### config.mk
export PLATFORM = sky130hd
export DESIGN_NAME = slow_clock_monitor
export DESIGN_NICKNAME = d
export VERILOG_FILES = /design/src/rtl/clk_mon_pkg.sv /design/src/rtl/sync_edge_detect.sv /design/src/rtl/slow_clock_monitor.sv
export SDC_FILE = /design/constraint.sdc
export NUM_CORES = 1
export LEC_CHECK = 0
export ABC_CLOCK_PERIOD_IN_PS = 2400
export BUFFER_PORTS_ARGS = -buffer_cell sky130_fd_sc_hd__buf_2
export CAP_MARGIN = 20
export CORE_ASPECT_RATIO = 1.4
export CORE_MARGIN = 4
export CORE_UTILIZATION = 54
export CTS_CLUSTER_DIAMETER = 150
export CTS_CLUSTER_SIZE = 12
export DETAILED_ROUTE_END_ITERATION = 10
export GPL_ROUTABILITY_DRIVEN = 0
export PLACE_DENSITY = 0.75
export SETUP_SLACK_MARGIN = 0.4
export SYNTH_ARGS = -nofsm -noshare
export SYNTH_HDL_FRONTEND = slang
export SYNTH_SLANG_ARGS = --single-unit
### constraint.sdc
create_clock -name ClkIn -period 2.4 [get_ports ClkIn]
set_clock_uncertainty 0.2 [all_clocks]
set_input_delay 0.12 -clock ClkIn [delete_from_list [all_inputs] [get_ports ClkIn]]
set_output_delay 0.12 -clock ClkIn [all_outputs]
set_load 0.02 [all_outputs]
### src/rtl/clk_mon_pkg.sv
// clk_mon_pkg: shared FSM state type and synchronizer depth for the slow clock monitor
package clk_mon_pkg;
  typedef enum logic [1:0] {WAIT_EDGE, MEASURE, STALL} state_t;
  localparam int SYNC_STAGES = 2;
endpackage

### src/rtl/sync_edge_detect.sv
// sync_edge_detect: synchronizes an asynchronous level and emits registered edge pulses
// Ports: clk, rst_n (async active-low) | din (async input)
//        level (synchronized level, aligned with rise/fall), rise, fall (one-cycle pulses)
module sync_edge_detect
  import clk_mon_pkg::*;
(
  input  logic clk,
  input  logic rst_n,
  input  logic din,
  output logic level,
  output logic rise,
  output logic fall
);
  localparam int D = SYNC_STAGES + 2;
  logic [D-1:0] pipe;
  logic [D-1:0] vld;
  // vld tracks which pipe stages hold genuine post-reset samples, so the
  // reset value of the pipe is never mistaken for a real level change
  always_ff @(posedge clk or negedge rst_n)
    if (!rst_n) begin
      pipe <= '0;
      vld  <= '0;
      rise <= 1'b0;
      fall <= 1'b0;
    end else begin
      pipe <= {pipe[D-2:0], din};
      vld  <= {vld[D-2:0], 1'b1};
      rise <= vld[D-1] & pipe[D-2] & ~pipe[D-1];
      fall <= vld[D-1] & ~pipe[D-2] & pipe[D-1];
    end
  assign level = pipe[D-1];
endmodule

### src/rtl/slow_clock_monitor.sv
// slow_clock_monitor: measures period of an asynchronous slow clock and flags stalls
// Ports: ClkIn, ResetN (async active-low) | SlowClk (observed clock)
//        Rise, Fall, PeriodValid (one-cycle pulses), Period, Stalled (level)
//        HighTime (only when CLK_MON_HIGH_TIME_EN is defined)
// Optional feature macro: CLK_MON_HIGH_TIME_EN
module slow_clock_monitor
  import clk_mon_pkg::*;
#(
  parameter int     CNT_W   = 32,
  parameter longint TIMEOUT = 100000000
) (
  input  logic             ClkIn,
  input  logic             ResetN,
  input  logic             SlowClk,
  output logic             Rise,
  output logic             Fall,
  output logic [CNT_W-1:0] Period,
  output logic             PeriodValid,
  output logic             Stalled
`ifdef CLK_MON_HIGH_TIME_EN
  ,
  output logic [CNT_W-1:0] HighTime
`endif
);
  if (TIMEOUT < 2 || TIMEOUT >= (64'sd1 <<< CNT_W)) begin : g_bad_timeout
    $error("slow_clock_monitor: TIMEOUT must satisfy 2 <= TIMEOUT < 2**CNT_W");
  end
  localparam logic [CNT_W-1:0] TO_LAST = CNT_W'(TIMEOUT - 1);
  state_t state, state_nx;
  logic [CNT_W-1:0] cnt, tcnt;
  logic timeout, load;
`ifdef CLK_MON_HIGH_TIME_EN
  logic level;
  logic [CNT_W-1:0] hcnt;
`endif
  sync_edge_detect u_sync (
    .clk  (ClkIn),
    .rst_n(ResetN),
    .din  (SlowClk),
`ifdef CLK_MON_HIGH_TIME_EN
    .level(level),
`else
    .level(),
`endif
    .rise (Rise),
    .fall (Fall)
  );
  // tcnt counts cycles since the last Rise (the Rise cycle counts as 1);
  // a Rise arriving with the timeout takes priority
  assign timeout = !Rise && tcnt == TO_LAST;
  always_ff @(posedge ClkIn or negedge ResetN)
    if (!ResetN) state <= WAIT_EDGE;
    else state <= state_nx;
  always_comb state_nx = Rise ? MEASURE : timeout ? STALL : state;
  always_comb begin
    load    = Rise && state == MEASURE;
    Stalled = state == STALL;
  end
  always_ff @(posedge ClkIn or negedge ResetN)
    if (!ResetN) begin
      cnt         <= '0;
      tcnt        <= '0;
      Period      <= '0;
      PeriodValid <= 1'b0;
    end else begin
      cnt         <= Rise ? '0 : state == MEASURE ? cnt + 1'b1 : cnt;
      tcnt        <= Rise ? CNT_W'(1) : (timeout || state == STALL) ? tcnt : tcnt + 1'b1;
      PeriodValid <= load;
      if (load) Period <= cnt + 1'b1;
    end
`ifdef CLK_MON_HIGH_TIME_EN
  // Rise cycle is itself a high cycle, so a clear-on-rise starts at 1
  always_ff @(posedge ClkIn or negedge ResetN)
    if (!ResetN) begin
      hcnt     <= '0;
      HighTime <= '0;
    end else begin
      hcnt <= Rise ? CNT_W'(1) : (level && hcnt != '1) ? hcnt + 1'b1 : hcnt;
      if (Fall) HighTime <= hcnt;
    end
`endif
endmodule

Yosys cells after proc, flatten, opt, wreduce, memory -nomap -nowiden. Cells that the tools add are included.

Bits in registers: 109. Input bits: 3. Output and inout bits: 36.

Bitwise gates (word level): 6. Equal/unequal tests: 4. Reductions and logical operators: 6. Muxes and demuxes: 6. $add $sub $neg: 2.

Operators with widths (number): 32-bit two-way mux (4); 32-bit by 1-bit adder with 32-bit output, second input constant (2); 32-bit by 27-bit equality test with 1-bit output, second input constant (1); 1-bit bitwise AND (4); 2-bit two-way mux (2); 2-bit nonzero test (2); 2-bit by 1-bit equality test with 1-bit output, second input constant (1); 2-bit equality test, second input constant (1); 1-bit logical AND (2); 2-bit by 1-bit inequality test with 1-bit output, second input constant (1); 1-bit inverter (2); 1-bit zero test (1); 1-bit logical OR (1).

Longest topological paths before layout.
Depth after elaboration: 5. Depth in mapped cells: 7. Depth with buffers taken out: 6.

Modules after synthesis. From an unflattened synthesis, not the netlist that was laid out.

Cells, all modules: 571. Area, all modules: 5380.2 µm².

By module, submodules not included: slow_clock_monitor (seq. area each 2477.4 µm², area each 5108.6 µm², times used 1, cells an instance 558); sync_edge_detect (seq. area each 250.2 µm², area each 271.5 µm², times used 1, cells an instance 13).

Least setup slack after synthesis. No wires, ideal clock.

Path type: flip-flop to flip-flop. Start point: reg cnt[0]. End point: reg cnt[30]. Stages on the path, launching flop included: 7. Clock period less this slack: 2.343 ns. Required time: 2.122 ns. Arrival time: 2.065 ns. Buffers on the path: 0. Path slack: 0.057 ns. Setup time: 0.078 ns. Path through: dfrtp_1 > ha_1 > and4_1 > nand4_4 > or4_4 > or3_1 > a21oi_1.

Cells in the longest elaborated chain, start to end: 3.

Ends and longest elaborated chain: start: declaration (line slow_clock_monitor.sv:30) `logic [CNT_W-1:0] cnt, tcnt;`; start signal: assignment (line slow_clock_monitor.sv:66) `cnt <= Rise ? '0 : state == MEASURE ? cnt + 1'b1 : cnt;`; 32-bit by 1-bit adder with 32-bit output (line slow_clock_monitor.sv:66); 32-bit two-way mux (2 in a row) (line slow_clock_monitor.sv:66).

No other way between the ends. The select of a mux whose other input is x is not followed. A chain may end at the register's enable or synchronous reset.

Worst setup path in the final report.
Start point: reg tcnt[28]. End point: reg tcnt[13].

Cells in the longest elaborated chain, start to end: 4.

Ends and longest elaborated chain: start: declaration (line slow_clock_monitor.sv:30); start signal: assignment (line slow_clock_monitor.sv:67) `tcnt <= Rise ? CNT_W'(1) : (timeout || state == STALL) ? tcnt : tcnt + 1'b1;`; 32-bit by 27-bit equality test with 1-bit output (line slow_clock_monitor.sv:50) `assign timeout = !Rise && tcnt == TO_LAST;`; 1-bit logical AND (line slow_clock_monitor.sv:50); 1-bit logical OR (line slow_clock_monitor.sv:67); 2-bit by 1-bit inequality test with 1-bit output (no source line).

No other way between the ends.

==> impl_metrics.yaml <==
status:
  status: "complete, but fails checks"
  violations: "setup timing"
clocking:
  cts-buffers-inserted: 9
  clk_pin_slew_ps: 70
  cts_buffer_depth: 2
  clk_latency_ps: 360
  htreeDepth: 3
  root_buffer: "clkbuf_16"
  cts_tree: "built"
  cts_sinks: 109
worst_setup_path:
  cp-start-kind: "flip-flop"
  arrival_ps: 2450
  required_ps: 2440
  cp-end-kind: "flip-flop"
  worstPathMaxFanout: 6
  path_class: "flip-flop to flip-flop"
power_and_ir_drop:
  ir_worst_vdd_v: 0.000459
  power_leakage_uw: 0.00333
  power.density_nw_per_um2: 581
final_layout:
  diodes: 0
  design_area_um2: 7680
  nets: 719
  drive_gt1_frac: 0.409
  syn_to_final_growth_pct: 41.1
yosys:
  synth-main-ff-cell: "dfrtp_1"
  yosysSeqAreaShare: 0.501
  syn_nets: 587
  synth_edf_count: 0
  synthCells: 582
  synth_area_um2: 5450
  syn_area_per_cell_um2: 9.36
  async_flop_share: 1.00
  yosysWarnings: 0
  yosys.area.top_type: "dfrtp_1"
  yosysMostFrequentCell: "dfrtp_1"
  synth_area_leaders: "dfrtp_1 (50%), xor2_1 (5.6%), xnor2_1 (5.0%), nand2_1 (4.9%), nor2_1 (4.2%)"
  synth_top_cells_by_count: "dfrtp_1 (109), nand2_1 (71), nor2_1 (61)"
  ys_ff_latch: 109
  synthDistinctLibCells: 35
  synth.top_cell.area_share: 0.501
floorplanning:
  core_um2: 9900
  die-height_um: 127
  rows: 43
  fp.dieW_um: 92.9
  start_util: 0.550
  die-area_um2: 11800
  io_pins: 39
detailed_routing:
  wl_per_cell_um: 19.7
  first_pass_iters: 5
  drtAntennaViolNets: 0
  wirelength_um: 16800
  vias_per_cell: 6.12
  vias: 5221
  drtIter0Drc: 403
  drc: 0
sta:
  setup_tns_ps: -15.0
  finalHoldViolCount: 0
  worst_pin_slew_ps: 569
  timing.final.crit_share: 1.00
  min_period_ps: 2410
  slew_headroom: 0.618
  slew_viol_final: 0
  setup_viol: 3
  fmax_mhz: 416
  rsz0062_at_grt: "true"
  finalWorstSetupSlack_ps: -6.16
global_route:
  grt_max_degree: 110
  antenna_found_initial: 0
  grtUsageTotal: 0.242
  grt-ovfl-total: 0
  grt_pass1_wl_um: 23000
  grt_pass1_vias: 4841
place:
  dpl-instance-area_um2: 6060
  hpwl_um: 8410
  io_buffer_count: 38
job:
  cap_violations: 0
min_path:
  hp-class: "flip-flop to flip-flop"
[critical path, cell delays in order (launching register included)]
cell and delay, ps:
dfrtp_1 450, nor3_4 330, nand3_2 180, nor4_4 430
buf_4 210, buf_8 150, nor4_2 60, mux2_2 270
[flip-flops by register name, indices dropped and copies added (netlist names)]
register,count
u_sync.vld,4
u_sync.pipe,4
u_sync.rise,1
Period,32
u_sync.fall,1
state,2
tcnt,32
cnt,32
PeriodValid,1
[what timing repair did]
| action | 4_1_cts | 5_1_grt |
|---|---|---|
| hold buffers | 2 | 0 |
| setup buffers | 29 | 45 |
| gates cloned | 2 | 3 |
| pin swaps | 22 | 58 |
| setup endpoints to repair | 60 | 73 |
| endpoints found under the hold margin | 110 | 0 |
| resized for setup | 65 | 97 |
[metrics by stage]
stage	setup slack (ps)	utilization	hold slack, ps	cells	power (µW)
2_1_floorplan	173	-	-376	582	2450
3_3_place_gp	141	0.612	29.3	757	2600
3_5_place_dp	58.4	0.612	32.9	757	2640
4_1_cts	169	0.699	151	805	4300
5_1_grt	6.96	0.776	158	853	4650
6_report	-6.16	0.776	151	853	4460
[path summary, 6_finish.rpt]
kind	start	end	slack [ps]	depth (start not counted)
min reg2reg	u_sync.pipe[0]	u_sync.pipe[1]	150	0
max in group asynchronous	ResetN	tcnt[18]	1370	3
min in group asynchronous	ResetN	Period[8]	180	3
min	u_sync.pipe[0]	u_sync.pipe[1]	150	0
max reg2reg	tcnt[28]	tcnt[13]	-6	7
max	tcnt[28]	tcnt[13]	-6	7
[cell type report]
class                           instances  area (µm²)
Clock inverter                          4        72.6
Sequential cell                       109        2760
Clock buffer                           11         243
Fill cell                             608        2220
Inverter                                4        15.0
Multi-Input combinational cell        437        3210
Timing Repair Buffer                  153        1220
Tap cell                              135         169
[cell families after synthesis]
group,Yosys count,synth area share
and+or+nand+nor,284,0.272
DFF,109,0.501
AOI/OAI and AO/OA,78,0.0770
xor gates and xnor gates,66,0.106
buffers and inverters,36,0.0267
muxes,6,0.0124
adders and majority gates,2,0.00459
other,1,0.000689
[cell usage in the layout (no fill, tap or decap), types with 6 or more instances in the layout]
master     count
a21oi_1        9
a21oi_2       13
and3_1        10
buf_2         37
buf_4         91
buf_6         15
clkbuf_16     11
dfrtp_1       85
dfrtp_2       24
mux2_2         6
nand2_1       67
nand3_1       18
nand4_1       26
nor2_1        56
nor3_1         7
nor3_2         8
nor3_4         6
nor4_2         9
nor4_4         7
o21ai_0       35
o21ai_1        7
or3_1          9
or3_4          9
or4_4          8
xnor2_1       29
xor2_1        35
[power by group]
part           internal, µW  switching [µW]
Clock                   936             662
Combinational           337             408
Sequential             1960             155
[per-layer routing]
metal | global-route usage | vias to the layer above | part of all wire
met2 | 0.440 | 277 | 0.53
li1 | - | 2308 | -
met5 | 0 | - | 0
met3 | 0.0362 | 78 | 0.061
met1 | 0.273 | 2558 | 0.35
met4 | 0.121 | 0 | 0.057
(Power assumes the default switching activity.)
